===== src/rtl/gtfmac_vnc_rx_len_mon_if.sv =====
// RX beat stream bundle from the per-channel GTFMAC RX adapters.
// Carries ena/sop/eop/mty/err for all channels side by side.
interface gtfmac_vnc_rx_len_mon_if #(
  parameter int N_CH  = 4,
  parameter int MTY_W = 3
);
  logic [N_CH-1:0]       din_ena;
  logic [N_CH-1:0]       din_sop;
  logic [N_CH-1:0]       din_eop;
  logic [N_CH*MTY_W-1:0] din_mty;
  logic [N_CH-1:0]       din_err;

  modport master (
    output din_ena, din_sop, din_eop,
    output din_mty, din_err
  );

  modport slave (
    input din_ena, din_sop, din_eop,
    input din_mty, din_err
  );
endinterface


===== src/rtl/gtfmac_vnc_rx_len_mon.sv =====
// Multi-channel RX frame length monitor with snapshot statistics.
// Optional length histogram: define GTFMAC_VNC_RX_LEN_MON_HIST_EN.
module gtfmac_vnc_rx_len_mon #(
  parameter int N_CH   = 4,
  parameter int DW     = 64,
  parameter int LEN_W  = 14,
  parameter int CNT_W  = 32,
  parameter int BCNT_W = 48,
  localparam int BYTES = DW / 8,
  localparam int MTY_W = $clog2(BYTES),
  localparam int RD_W  = (N_CH > 1) ? $clog2(N_CH) : 1
) (
  input  logic                   clk,
  input  logic                   rst_n,
  gtfmac_vnc_rx_len_mon_if.slave rx,
  input  logic [N_CH-1:0]        ctl_en,
  input  logic [LEN_W-1:0]       ctl_min_len,
  input  logic [LEN_W-1:0]       ctl_max_len,
  input  logic                   stat_tick,
  input  logic [RD_W-1:0]        rd_ch,
  output logic [CNT_W-1:0]       stat_good,
  output logic [BCNT_W-1:0]      stat_bytes,
  output logic [CNT_W-1:0]       stat_runt,
  output logic [CNT_W-1:0]       stat_oversize,
  output logic [CNT_W-1:0]       stat_err,
  output logic [CNT_W-1:0]       stat_proto,
  output logic                   stat_done
`ifdef GTFMAC_VNC_RX_LEN_MON_HIST_EN
  ,
  input  logic [2:0]             rd_bin,
  output logic [CNT_W-1:0]       stat_hist
`endif
);

  typedef enum logic {IDLE, IN_PKT} st_t;

  localparam logic [MTY_W:0] FULL = (MTY_W+1)'(BYTES);

  st_t              st_q    [N_CH];
  st_t              st_d    [N_CH];
  logic [LEN_W-1:0] len_q   [N_CH];
  logic [LEN_W-1:0] len_d   [N_CH];
  logic [LEN_W-1:0] fin_len [N_CH];
  logic [N_CH-1:0]  fin;
  logic [N_CH-1:0]  inc_good, inc_runt, inc_ovs;
  logic [N_CH-1:0]  inc_err, inc_proto;

  logic [CNT_W-1:0]  good_q [N_CH], good_s [N_CH], good_n [N_CH];
  logic [CNT_W-1:0]  runt_q [N_CH], runt_s [N_CH], runt_n [N_CH];
  logic [CNT_W-1:0]  ovs_q  [N_CH], ovs_s  [N_CH], ovs_n  [N_CH];
  logic [CNT_W-1:0]  err_q  [N_CH], err_s  [N_CH], err_n  [N_CH];
  logic [CNT_W-1:0]  prt_q  [N_CH], prt_s  [N_CH], prt_n  [N_CH];
  logic [BCNT_W-1:0] byt_q  [N_CH], byt_s  [N_CH], byt_n  [N_CH];

  function automatic logic [LEN_W-1:0] len_add(
    input logic [LEN_W-1:0] a,
    input logic [MTY_W:0]   b
  );
    logic [LEN_W:0] s;
    s = {1'b0, a} + (LEN_W+1)'(b);
    return s[LEN_W] ? '1 : s[LEN_W-1:0];
  endfunction

  function automatic logic [CNT_W-1:0] cnt_inc(
    input logic [CNT_W-1:0] v,
    input logic             i
  );
    return (i && !(&v)) ? v + CNT_W'(1) : v;
  endfunction

  function automatic logic [BCNT_W-1:0] byt_add(
    input logic [BCNT_W-1:0] v,
    input logic [LEN_W-1:0]  l,
    input logic              i
  );
    logic [BCNT_W:0] s;
    s = {1'b0, v} + (BCNT_W+1)'(l);
    if (!i) return v;
    return s[BCNT_W] ? '1 : s[BCNT_W-1:0];
  endfunction

  // Framing FSM next state and per-beat length accumulation
  always_comb begin
    for (int c = 0; c < N_CH; c++) begin
      logic [MTY_W:0] tail;
      tail         = FULL - {1'b0, rx.din_mty[c*MTY_W +: MTY_W]};
      st_d[c]      = st_q[c];
      len_d[c]     = len_q[c];
      fin[c]       = 1'b0;
      fin_len[c]   = '0;
      inc_proto[c] = 1'b0;
      if (!ctl_en[c]) begin
        st_d[c]  = IDLE;
        len_d[c] = '0;
      end else if (rx.din_ena[c]) begin
        if (st_q[c] == IN_PKT && !rx.din_sop[c]) begin
          if (rx.din_eop[c]) begin
            fin[c]     = 1'b1;
            fin_len[c] = len_add(len_q[c], tail);
            st_d[c]    = IDLE;
            len_d[c]   = '0;
          end else begin
            len_d[c] = len_add(len_q[c], FULL);
          end
        end else begin
          inc_proto[c] = !rx.din_sop[c] || st_q[c] == IN_PKT;
          if (rx.din_sop[c] && rx.din_eop[c]) begin
            fin[c]     = 1'b1;
            fin_len[c] = LEN_W'(tail);
            st_d[c]    = IDLE;
            len_d[c]   = '0;
          end else if (rx.din_sop[c]) begin
            st_d[c]  = IN_PKT;
            len_d[c] = LEN_W'(FULL);
          end
        end
      end
    end
  end

  // FSM state and length registers
  always_ff @(posedge clk or negedge rst_n) begin
    if (!rst_n) begin
      for (int c = 0; c < N_CH; c++) begin
        st_q[c]  <= IDLE;
        len_q[c] <= '0;
      end
    end else begin
      for (int c = 0; c < N_CH; c++) begin
        st_q[c]  <= st_d[c];
        len_q[c] <= len_d[c];
      end
    end
  end

  // Classify finished frames; saturated length counts as oversize
  always_comb begin
    for (int c = 0; c < N_CH; c++) begin
      inc_err[c]  = fin[c] && rx.din_err[c];
      inc_runt[c] = fin[c] && !rx.din_err[c] &&
                    fin_len[c] < ctl_min_len;
      inc_ovs[c]  = fin[c] && !rx.din_err[c] &&
                    fin_len[c] >= ctl_min_len &&
                    (fin_len[c] > ctl_max_len || &fin_len[c]);
      inc_good[c] = fin[c] && !rx.din_err[c] &&
                    !inc_runt[c] && !inc_ovs[c];
    end
  end

  // Saturating next values of live counters
  always_comb begin
    for (int c = 0; c < N_CH; c++) begin
      good_n[c] = cnt_inc(good_q[c], inc_good[c]);
      runt_n[c] = cnt_inc(runt_q[c], inc_runt[c]);
      ovs_n[c]  = cnt_inc(ovs_q[c], inc_ovs[c]);
      err_n[c]  = cnt_inc(err_q[c], inc_err[c]);
      prt_n[c]  = cnt_inc(prt_q[c], inc_proto[c]);
      byt_n[c]  = byt_add(byt_q[c], fin_len[c], inc_good[c]);
    end
  end

  // Live counters accumulate; stat_tick moves them into snapshots
  always_ff @(posedge clk or negedge rst_n) begin
    if (!rst_n) begin
      for (int c = 0; c < N_CH; c++) begin
        good_q[c] <= '0; good_s[c] <= '0;
        runt_q[c] <= '0; runt_s[c] <= '0;
        ovs_q[c]  <= '0; ovs_s[c]  <= '0;
        err_q[c]  <= '0; err_s[c]  <= '0;
        prt_q[c]  <= '0; prt_s[c]  <= '0;
        byt_q[c]  <= '0; byt_s[c]  <= '0;
      end
    end else if (stat_tick) begin
      for (int c = 0; c < N_CH; c++) begin
        good_s[c] <= good_n[c]; good_q[c] <= '0;
        runt_s[c] <= runt_n[c]; runt_q[c] <= '0;
        ovs_s[c]  <= ovs_n[c];  ovs_q[c]  <= '0;
        err_s[c]  <= err_n[c];  err_q[c]  <= '0;
        prt_s[c]  <= prt_n[c];  prt_q[c]  <= '0;
        byt_s[c]  <= byt_n[c];  byt_q[c]  <= '0;
      end
    end else begin
      for (int c = 0; c < N_CH; c++) begin
        good_q[c] <= good_n[c];
        runt_q[c] <= runt_n[c];
        ovs_q[c]  <= ovs_n[c];
        err_q[c]  <= err_n[c];
        prt_q[c]  <= prt_n[c];
        byt_q[c]  <= byt_n[c];
      end
    end
  end

  // Registered snapshot read mux and tick completion pulse
  always_ff @(posedge clk or negedge rst_n) begin
    if (!rst_n) begin
      stat_good     <= '0;
      stat_bytes    <= '0;
      stat_runt     <= '0;
      stat_oversize <= '0;
      stat_err      <= '0;
      stat_proto    <= '0;
      stat_done     <= 1'b0;
    end else begin
      stat_done <= stat_tick;
      if (int'(rd_ch) < N_CH) begin
        stat_good     <= good_s[rd_ch];
        stat_bytes    <= byt_s[rd_ch];
        stat_runt     <= runt_s[rd_ch];
        stat_oversize <= ovs_s[rd_ch];
        stat_err      <= err_s[rd_ch];
        stat_proto    <= prt_s[rd_ch];
      end else begin
        stat_good     <= '0;
        stat_bytes    <= '0;
        stat_runt     <= '0;
        stat_oversize <= '0;
        stat_err      <= '0;
        stat_proto    <= '0;
      end
    end
  end

`ifdef GTFMAC_VNC_RX_LEN_MON_HIST_EN
  localparam int NB = 7;

  logic [CNT_W-1:0] hist_q [N_CH][NB];
  logic [CNT_W-1:0] hist_s [N_CH][NB];
  logic [CNT_W-1:0] hist_n [N_CH][NB];

  function automatic logic [2:0] len_bin(input logic [LEN_W-1:0] l);
    if (l <= LEN_W'(64))   return 3'd0;
    if (l <= LEN_W'(127))  return 3'd1;
    if (l <= LEN_W'(255))  return 3'd2;
    if (l <= LEN_W'(511))  return 3'd3;
    if (l <= LEN_W'(1023)) return 3'd4;
    if (l <= LEN_W'(1518)) return 3'd5;
    return 3'd6;
  endfunction

  // Histogram bin increments for every classified error-free frame
  always_comb begin
    for (int c = 0; c < N_CH; c++) begin
      for (int b = 0; b < NB; b++) begin
        hist_n[c][b] = cnt_inc(hist_q[c][b],
          fin[c] && !rx.din_err[c] &&
          len_bin(fin_len[c]) == 3'(b));
      end
    end
  end

  // Histogram live bins and snapshots
  always_ff @(posedge clk or negedge rst_n) begin
    if (!rst_n) begin
      for (int c = 0; c < N_CH; c++) begin
        for (int b = 0; b < NB; b++) begin
          hist_q[c][b] <= '0;
          hist_s[c][b] <= '0;
        end
      end
    end else begin
      for (int c = 0; c < N_CH; c++) begin
        for (int b = 0; b < NB; b++) begin
          if (stat_tick) begin
            hist_s[c][b] <= hist_n[c][b];
            hist_q[c][b] <= '0;
          end else begin
            hist_q[c][b] <= hist_n[c][b];
          end
        end
      end
    end
  end

  // Registered histogram read; bin 7 and absent channels read 0
  always_ff @(posedge clk or negedge rst_n) begin
    if (!rst_n) begin
      stat_hist <= '0;
    end else if (int'(rd_ch) < N_CH && rd_bin != 3'd7) begin
      stat_hist <= hist_s[rd_ch][rd_bin];
    end else begin
      stat_hist <= '0;
    end
  end
`endif

endmodule


===== src/flat_wrapper.sv =====
// flat-port wrapper written by rule: the top's interface ports become plain ports
module gtfmac_vnc_rx_len_mon_flat 
#(
  parameter int N_CH   = 4,
  parameter int DW     = 64,
  parameter int LEN_W  = 14,
  parameter int CNT_W  = 32,
  parameter int BCNT_W = 48,
  localparam int BYTES = DW / 8,
  localparam int MTY_W = $clog2(BYTES),
  localparam int RD_W  = (N_CH > 1) ? $clog2(N_CH) : 1
)
  (clk, rst_n, ctl_en, ctl_min_len, ctl_max_len, stat_tick, rd_ch, stat_good, stat_bytes, stat_runt, stat_oversize, stat_err, stat_proto, stat_done, rx_din_ena, rx_din_sop, rx_din_eop, rx_din_mty, rx_din_err);
  gtfmac_vnc_rx_len_mon_if #(.N_CH(N_CH), .MTY_W((3))) rx_i ();
  input  logic clk;
  input  logic rst_n;
  input  logic [N_CH-1:0] ctl_en;
  input  logic [LEN_W-1:0] ctl_min_len;
  input  logic [LEN_W-1:0] ctl_max_len;
  input  logic stat_tick;
  input  logic [RD_W-1:0] rd_ch;
  output logic [CNT_W-1:0] stat_good;
  output logic [BCNT_W-1:0] stat_bytes;
  output logic [CNT_W-1:0] stat_runt;
  output logic [CNT_W-1:0] stat_oversize;
  output logic [CNT_W-1:0] stat_err;
  output logic [CNT_W-1:0] stat_proto;
  output logic stat_done;
  input wire logic [$bits(rx_i.din_ena)-1:0] rx_din_ena;
  input wire logic [$bits(rx_i.din_sop)-1:0] rx_din_sop;
  input wire logic [$bits(rx_i.din_eop)-1:0] rx_din_eop;
  input wire logic [$bits(rx_i.din_mty)-1:0] rx_din_mty;
  input wire logic [$bits(rx_i.din_err)-1:0] rx_din_err;
  assign rx_i.din_ena = rx_din_ena;
  assign rx_i.din_sop = rx_din_sop;
  assign rx_i.din_eop = rx_din_eop;
  assign rx_i.din_mty = rx_din_mty;
  assign rx_i.din_err = rx_din_err;
  gtfmac_vnc_rx_len_mon #(.N_CH(N_CH), .DW(DW), .LEN_W(LEN_W), .CNT_W(CNT_W), .BCNT_W(BCNT_W)) u_core (.clk(clk), .rst_n(rst_n), .rx(rx_i), .ctl_en(ctl_en), .ctl_min_len(ctl_min_len), .ctl_max_len(ctl_max_len), .stat_tick(stat_tick), .rd_ch(rd_ch), .stat_good(stat_good), .stat_bytes(stat_bytes), .stat_runt(stat_runt), .stat_oversize(stat_oversize), .stat_err(stat_err), .stat_proto(stat_proto), .stat_done(stat_done));
endmodule

===== config.mk =====
export PLATFORM = sky130hd
export DESIGN_NAME = gtfmac_vnc_rx_len_mon_flat
export DESIGN_NICKNAME = d
export VERILOG_FILES = /design/src/rtl/gtfmac_vnc_rx_len_mon_if.sv /design/src/rtl/gtfmac_vnc_rx_len_mon.sv /design/src/flat_wrapper.sv
export SDC_FILE = /design/constraint.sdc
export NUM_CORES = 2
export LEC_CHECK = 0
export CAP_MARGIN = 20
export CELL_PAD_IN_SITES_DETAIL_PLACEMENT = 1
export CELL_PAD_IN_SITES_GLOBAL_PLACEMENT = 1
export CORE_MARGIN = 10
export CORE_UTILIZATION = 53
export DETAILED_ROUTE_END_ITERATION = 16
export GPL_ROUTABILITY_DRIVEN = 0
export PLACE_DENSITY_LB_ADDON = 0.12
export SYNTH_ARGS = -nofsm -noshare
export SYNTH_HDL_FRONTEND = slang
export SYNTH_SLANG_ARGS = --single-unit

===== constraint.sdc =====
create_clock -name clk -period 11.74 [get_ports clk]
set_input_delay 2.348 -clock clk [delete_from_list [all_inputs] [get_ports clk]]
set_output_delay 2.348 -clock clk [all_outputs]
set_load 0.05 [all_outputs]

# Word level (Yosys, flattened, before mapping)

Cells that the tools add are included.

Flip-flop bits (word level): 1933
Bits in latches: 0
RAM bits: 0
Bits in read-only memories: 0
Bits of input ports: 65
Output and inout port bits: 209
Logic and storage cells: 417
Memories: 0

$add $sub $neg: 36
Multiply operators: 0
Divide/modulo/power cells: 0
Magnitude comparators: 13
Equality and inequality tests: 12
Shifts and indexed selects: 0
Multiplexer cells: 160
Bitwise gates (word level): 1
Reductions and logical operators: 132

Operators by type and width:

| operator                                                           | count |
|---|---|
| 32-bit two-way mux                                                 | 30 |
| 14-bit two-way mux                                                 | 48 |
| 32-bit by 1-bit adder with 32-bit output (second input constant)   | 20 |
| 128-bit two-way mux                                                | 5 |
| 32-bit AND reduction                                               | 20 |
| 48-bit two-way mux                                                 | 10 |
| 32-bit binary-select mux with 2-bit select                         | 5 |
| 48-bit by 14-bit adder with 49-bit output                          | 4 |
| 192-bit two-way mux                                                | 1 |
| 48-bit binary-select mux with 2-bit select                         | 1 |
| 14-bit by 4-bit adder with 15-bit output                           | 4 |
| 14-bit by 4-bit adder with 15-bit output (second input constant)   | 4 |
| 14-bit greater-or-equal comparator                                 | 4 |
| 14-bit > comparator                                                | 4 |
| 1-bit logical AND                                                  | 56 |
| 14-bit less-than comparator                                        | 4 |
| 1-bit two-way mux                                                  | 56 |
| 14-bit AND reduction                                               | 4 |
| 1-bit logical NOT                                                  | 36 |
| 4-bit two-way mux                                                  | 4 |
| 4-bit by 1-bit != test with 1-bit output (second input constant)   | 4 |
| 4-bit by 3-bit subtractor with 4-bit output (first input constant) | 4 |
| 3-bit != test (second input constant)                              | 4 |
| 3-bit AND reduction                                                | 4 |
| other kinds (5)                                                    | 18 |

# Logic depth before layout (Yosys ltp)

Depth after elaboration: 15
Mapped depth: 25

# Least setup slack after synthesis

Ideal clock, no wire load.

Path kind: input-to-reg
Start point: input port rx_din_mty[0]
End point: register u_core.byt_q[162] (netlist bit)
Data arrival time: 6866 ps
Slack: 4796 ps
Stages: 21
Path buffers: 3
Cells stage by stage: inv_1 -> ha_1 -> inv_1 -> fa_1 -> nand2b_1 -> a21oi_1 -> nand2_1 -> a311o_1 -> inv_1 -> ha_1 -> fa_1 -> a211o_1 -> a21oi_1 -> a2111oi_2 -> o221ai_1 -> or2_1 -> buf_2 -> or4_4 -> buf_2 -> buf_2 -> a21oi_1

Cells in the longest elaborated chain, start to end: 14

Ends and longest elaborated chain:

| element                                                                           | line                         | source |
|---|---|---|
| start: declaration                                                                | flat_wrapper.sv:32           | `input wire logic [$bits(rx_i.din_mty)-1:0] rx_din_mty;` |
| 4-bit by 3-bit subtractor with 4-bit output *                                     | gtfmac_vnc_rx_len_mon.sv:86  | `tail = FULL - {1'b0, rx.din_mty[c*MTY_W +: MTY_W]};` |
| 14-bit by 4-bit adder with 15-bit output                                          | gtfmac_vnc_rx_len_mon.sv:60  | `s = {1'b0, a} + (LEN_W+1)'(b);` |
| 14-bit two-way mux                                                                | gtfmac_vnc_rx_len_mon.sv:61  | `return s[LEN_W] ? '1 : s[LEN_W-1:0];` |
| 14-bit two-way mux                                                                | gtfmac_vnc_rx_len_mon.sv:97  | `if (rx.din_eop[c]) begin` |
| 14-bit two-way mux *                                                              | gtfmac_vnc_rx_len_mon.sv:96  | `if (st_q[c] == IN_PKT && !rx.din_sop[c]) begin` |
| 14-bit two-way mux *                                                              | gtfmac_vnc_rx_len_mon.sv:95  | `end else if (rx.din_ena[c]) begin` |
| 14-bit two-way mux *                                                              | gtfmac_vnc_rx_len_mon.sv:92  | `if (!ctl_en[c]) begin` |
| branches (longest 5 deep; another with 48-bit by 14-bit adder with 49-bit output) | --                           |  |
| 48-bit two-way mux *                                                              | gtfmac_vnc_rx_len_mon.sv:79  | `return s[BCNT_W] ? '1 : s[BCNT_W-1:0];` |
| 192-bit two-way mux *                                                             | gtfmac_vnc_rx_len_mon.sv:173 | `end else if (stat_tick) begin` |
| end signal: indexed assignment                                                    | gtfmac_vnc_rx_len_mon.sv:189 | `byt_q[c] <= byt_n[c];` |
| end: declaration                                                                  | gtfmac_vnc_rx_len_mon.sv:53  | `logic [BCNT_W-1:0] byt_q [N_CH], byt_s [N_CH], byt_n [N_CH];` |

Mark *: on every way between the ends.
A chain may end at the register's enable or synchronous reset.

# Worst setup path after layout

Start point: input port rx_din_mty[3]
End point: register u_core.ovs_s[89] (netlist bit)

Cells in the longest elaborated chain, start to end: 12

Ends and longest elaborated chain:

| element                                                          | line                                                       | source |
|---|---|---|
| 4-bit by 3-bit subtractor with 4-bit output *                    | gtfmac_vnc_rx_len_mon.sv:86                                |  |
| 14-bit by 4-bit adder with 15-bit output                         | gtfmac_vnc_rx_len_mon.sv:60                                |  |
| 14-bit two-way mux                                               | gtfmac_vnc_rx_len_mon.sv:61                                |  |
| 14-bit two-way mux                                               | gtfmac_vnc_rx_len_mon.sv:97                                |  |
| 14-bit two-way mux *                                             | gtfmac_vnc_rx_len_mon.sv:96                                |  |
| 14-bit two-way mux *                                             | gtfmac_vnc_rx_len_mon.sv:95                                |  |
| 14-bit two-way mux *                                             | gtfmac_vnc_rx_len_mon.sv:92                                |  |
| 14-bit greater-or-equal comparator, or another cell as far along | gtfmac_vnc_rx_len_mon.sv:143                               | `fin_len[c] >= ctl_min_len &&` |
| 1-bit logical AND / 1-bit logical OR (equally long branches)     | gtfmac_vnc_rx_len_mon.sv:142, gtfmac_vnc_rx_len_mon.sv:144 |  |
| 1-bit logical AND *                                              | gtfmac_vnc_rx_len_mon.sv:143                               |  |
| 1-bit logical AND *                                              | gtfmac_vnc_rx_len_mon.sv:68                                | `return (i && !(&v)) ? v + CNT_W'(1) : v;` |
| 32-bit two-way mux *                                             | gtfmac_vnc_rx_len_mon.sv:68                                |  |
| end signal: indexed assignment                                   | gtfmac_vnc_rx_len_mon.sv:168                               | `ovs_q[c] <= '0; ovs_s[c] <= '0;` |
| end signal: indexed assignment                                   | gtfmac_vnc_rx_len_mon.sv:177                               | `ovs_s[c] <= ovs_n[c]; ovs_q[c] <= '0;` |
| end: declaration                                                 | gtfmac_vnc_rx_len_mon.sv:50                                | `logic [CNT_W-1:0] ovs_q [N_CH], ovs_s [N_CH], ovs_n [N_CH];` |

Mark *: on every way between the ends. The rest lies on a longest branch, timed or not.

==> qor.yml <==
yosys:
  synth_top_area_frac: 0.519
  synth.net_count: 9527
  synth_warnings: 0
  synth_edf_count: 0
  synth_most_common_cell: "dfrtp_1"
  synth.distinct_cells: 114
  ys.flop_type: "dfrtp_1"
  ys_ff_latch: 1925
  syn-cell-area_sq_um: 92800
  yosys-top-cells-area: "dfrtp_1 (52%), nor2_1 (7.1%), a21oi_1 (5.2%)"
  ys_async_sr_fraction: 1.00
  ys_seq_area_frac: 0.519
  yosysTopAreaCell: "dfrtp_1"
  synth_common_cells: "dfrtp_1 (1925), nor2_1 (1756), a21oi_1 (964)"
  postSynthAreaPerCell_sq_um: 10.0
  syn-instance-count: 9238
sta:
  skew_ps: 37.9
  tns_ps: 0
  rsz0062_at_grt: "false"
  setup_viol: 0
  fmax_ghz: 0.122
  fin_crit_ps: 8170
  tightest_slew_ps: 1160
  drv_slew: 0
  slew_headroom: 0.227
  post-route-period-util: 0.696
  finalHoldViolCount: 0
detailed_routing:
  top_layer: "met5"
  drt_first_pass_iters: 6
  routed-wl-met2_mm: 143
  vias_per_cell: 6.18
  m1WireLength_mm: 120
  drt_wl_total_mm: 292
  route.detailed.drc: 0
  routedWlPerCell_um: 24.7
  vias: 73127
  ant_nets: 0
  dr_wl_met3_mm: 11.5
  drt_iter0_drc: 5825
floorplanning:
  die_h_um: 438
  die_area_sq_um: 192000
  initial_core_util: 0.533
  rows: 153
  core_area_sq_um: 174000
  die_w_um: 438
  io_pins: 274
setup_path:
  setup.worst_path.end_class: "flop"
  crit_path_start_kind: "input pin"
  crit_cells: 21
  cp.arrival_ps: 8950
  critPathMaxStageDelay_ps: 830
  cpLargestDelayFamily: "compound AO/OA/AOI/OAI gates"
  path_cells: "clkdlybuf4s50_1 -> inv_1 -> ha_1 -> inv_1 -> fa_1 -> nand2b_1 -> a21oi_1 -> nand3_1 -> xnor2_1 -> nor2_1 -> nor2_1 -> ha_1 -> o21ai_0 -> o211ai_1 -> a31oi_1 -> a21oi_1 -> o21ai_0 -> a211o_1 -> or3_4 -> or4_1 -> a31oi_1"
  r2r_start: "u_core.len_q[29]$_DFFE_PN0P_"
  slowest_stage: "a21oi_1"
  crit_required_ps: 12520
  regToRegSetupSlack_ps: 5410
  critPathBufInv: 3
  crit_type: "input pin to flop"
  rr_endpoint: "u_core.ovs_s[89]$_DFFE_PN0P_"
  crit_fanout: 23
  reg2regPathDepth: 19
grt:
  grt_usage: 0.300
  grt_pass1_vias: 78231
  grt_max_degree: 224
  antenna_found_initial: 24
  grt_pass1_wl_mm: 459
  overflow: 0
pwr:
  intPower_w: 0.0113
  vdd_ir_drop_max_mv: 0.135
  comb_power_share: 0.083
  clkPwrFrac: 0.451
  p_leak_nw: 45.7
  power.switching_w: 0.00383
  power.total_w: 0.0151
  seqPwrFrac: 0.466
  switching_share: 0.253
  pwr_density_cell_nw_per_um2: 145
place:
  hpwl_mm: 202
  port_buffers: 273
hold_path:
  min-delay-start: "u_core.byt_s[52]$_DFFE_PN0P_"
  whs_path_depth: 2
  hp-class: "flop to flop"
  holdPathEnd: "u_core.byt_s[52]$_DFFE_PN0P_"
job:
  cap_violations: 0
clock_tree:
  cts_buffers: 202
  cts_resized: 0
  cts_hold_buf: 0
  clock_latency_ps: 880
  cts_tree: "built"
  clk_pin_slew_ps: 60
  clock_path_buffers: 3
  cts.sinks: 1925
  cts_htree_levels: 4
  root_buffer: "clkbuf_16"
  postCtsSetupBuffers: 0
finish:
  drive_above_1_share: 0.0786
  utilization: 0.602
  nNetsFinal: 9614
  syn_to_final_growth_pct: 12.8
status:
  status: "finished, final reports clean"
## state kept, by name (all words and copies together), names as in the netlist
register	cells
u_core.good_s	128
u_core.stat_done	1
u_core.runt_s	128
u_core.err_s	128
u_core.stat_proto	32
u_core.prt_s	128
u_core.len_q	48
u_core.byt_q	192
u_core.ovs_s	128
u_core.stat_bytes	48
u_core.st_q	4
u_core.stat_good	32
u_core.ovs_q	128
u_core.stat_err	32
u_core.stat_oversize	32
u_core.byt_s	192
u_core.err_q	128
u_core.good_q	128
u_core.prt_q	128
u_core.runt_q	128
u_core.stat_runt	32
## layer usage
layer / up-vias / global-route usage
li1: 32662 / -
met3: 682 / 0.0392
met1: 37965 / 0.379
met4: 10 / 0.172
met5: - / 0
met2: 1808 / 0.497
## stage by stage
stage	cells	worst slack (ps)	instance area [sq um]	hold slack (ps)
final	11832	3570	105000	484
after global routing	11831	3050	105000	511
after CTS	11810	3650	105000	485
after detailed placement	11440	2740	97500	470
after global placement	11440	3040	97500	460
after floorplan	9238	4800	92800	443
## cell families after synthesis
kind of cell / Yosys count / synth area share
fa+ha+maj: 224 / 0.0308
buf+inv: 677 / 0.0287
flops: 1925 / 0.519
compound gates: 1653 / 0.104
xor+xnor: 704 / 0.0664
simple gates: 3765 / 0.191
mux: 290 / 0.0595
## worst min-delay path, stage by stage (launching register included)
cell and delay, ps:
dfrtp_1 340, nand2_1 50, o31ai_1 50
## final cells by class
class | count | area, sq um
fill | 18675 | 69300
sequential | 1925 | 48200
multi-input combinational | 6636 | 42000
clock buffer | 296 | 5990
timing repair buffer | 366 | 3740
tap | 2325 | 2910
clock inverter | 74 | 1070
inverter | 194 | 733
antenna | 16 | 40.0
## worst max path at each step
stage                               endpoint          start
2_1_floorplan    u_core.byt_q[162]$_DFF_PN0_  rx_din_mty[0]
3_3_place_gp   u_core.good_s[48]$_DFFE_PN0P_  rx_din_mty[6]
3_5_place_dp   u_core.good_s[58]$_DFFE_PN0P_  rx_din_mty[6]
4_1_cts        u_core.good_s[58]$_DFFE_PN0P_  rx_din_mty[6]
5_1_grt        u_core.good_s[90]$_DFFE_PN0P_  rx_din_mty[3]
6_report        u_core.ovs_s[89]$_DFFE_PN0P_  rx_din_mty[3]
## power by group through the flow
stage,Clock (W),Combinational [W],Sequential [W]
6_report,0.00682,0.00126,0.00705
3_3_place_gp,0,0.00123,0.00715
4_1_cts,0.00691,0.00128,0.00705
3_5_place_dp,0,0.00126,0.00716
2_1_floorplan,0,0.000488,0.00735
5_1_grt,0.00721,0.00137,0.00707
## cell usage in the layout (no fill, tap or decap), types with 193 or more instances in the layout
cell and count:
nand3_1 359, and3_1 221, nor2_1 1756, clkdlybuf4s50_1 269, xor2_1 366, ha_1 216, a21oi_1 963, dfrtp_1 1925
xnor2_1 338, inv_1 193, nand4_1 243, mux4_2 208, clkbuf_16 204, o21ai_0 210, nand2_1 506
No activity file was read; power rests on OpenSTA's default activity.
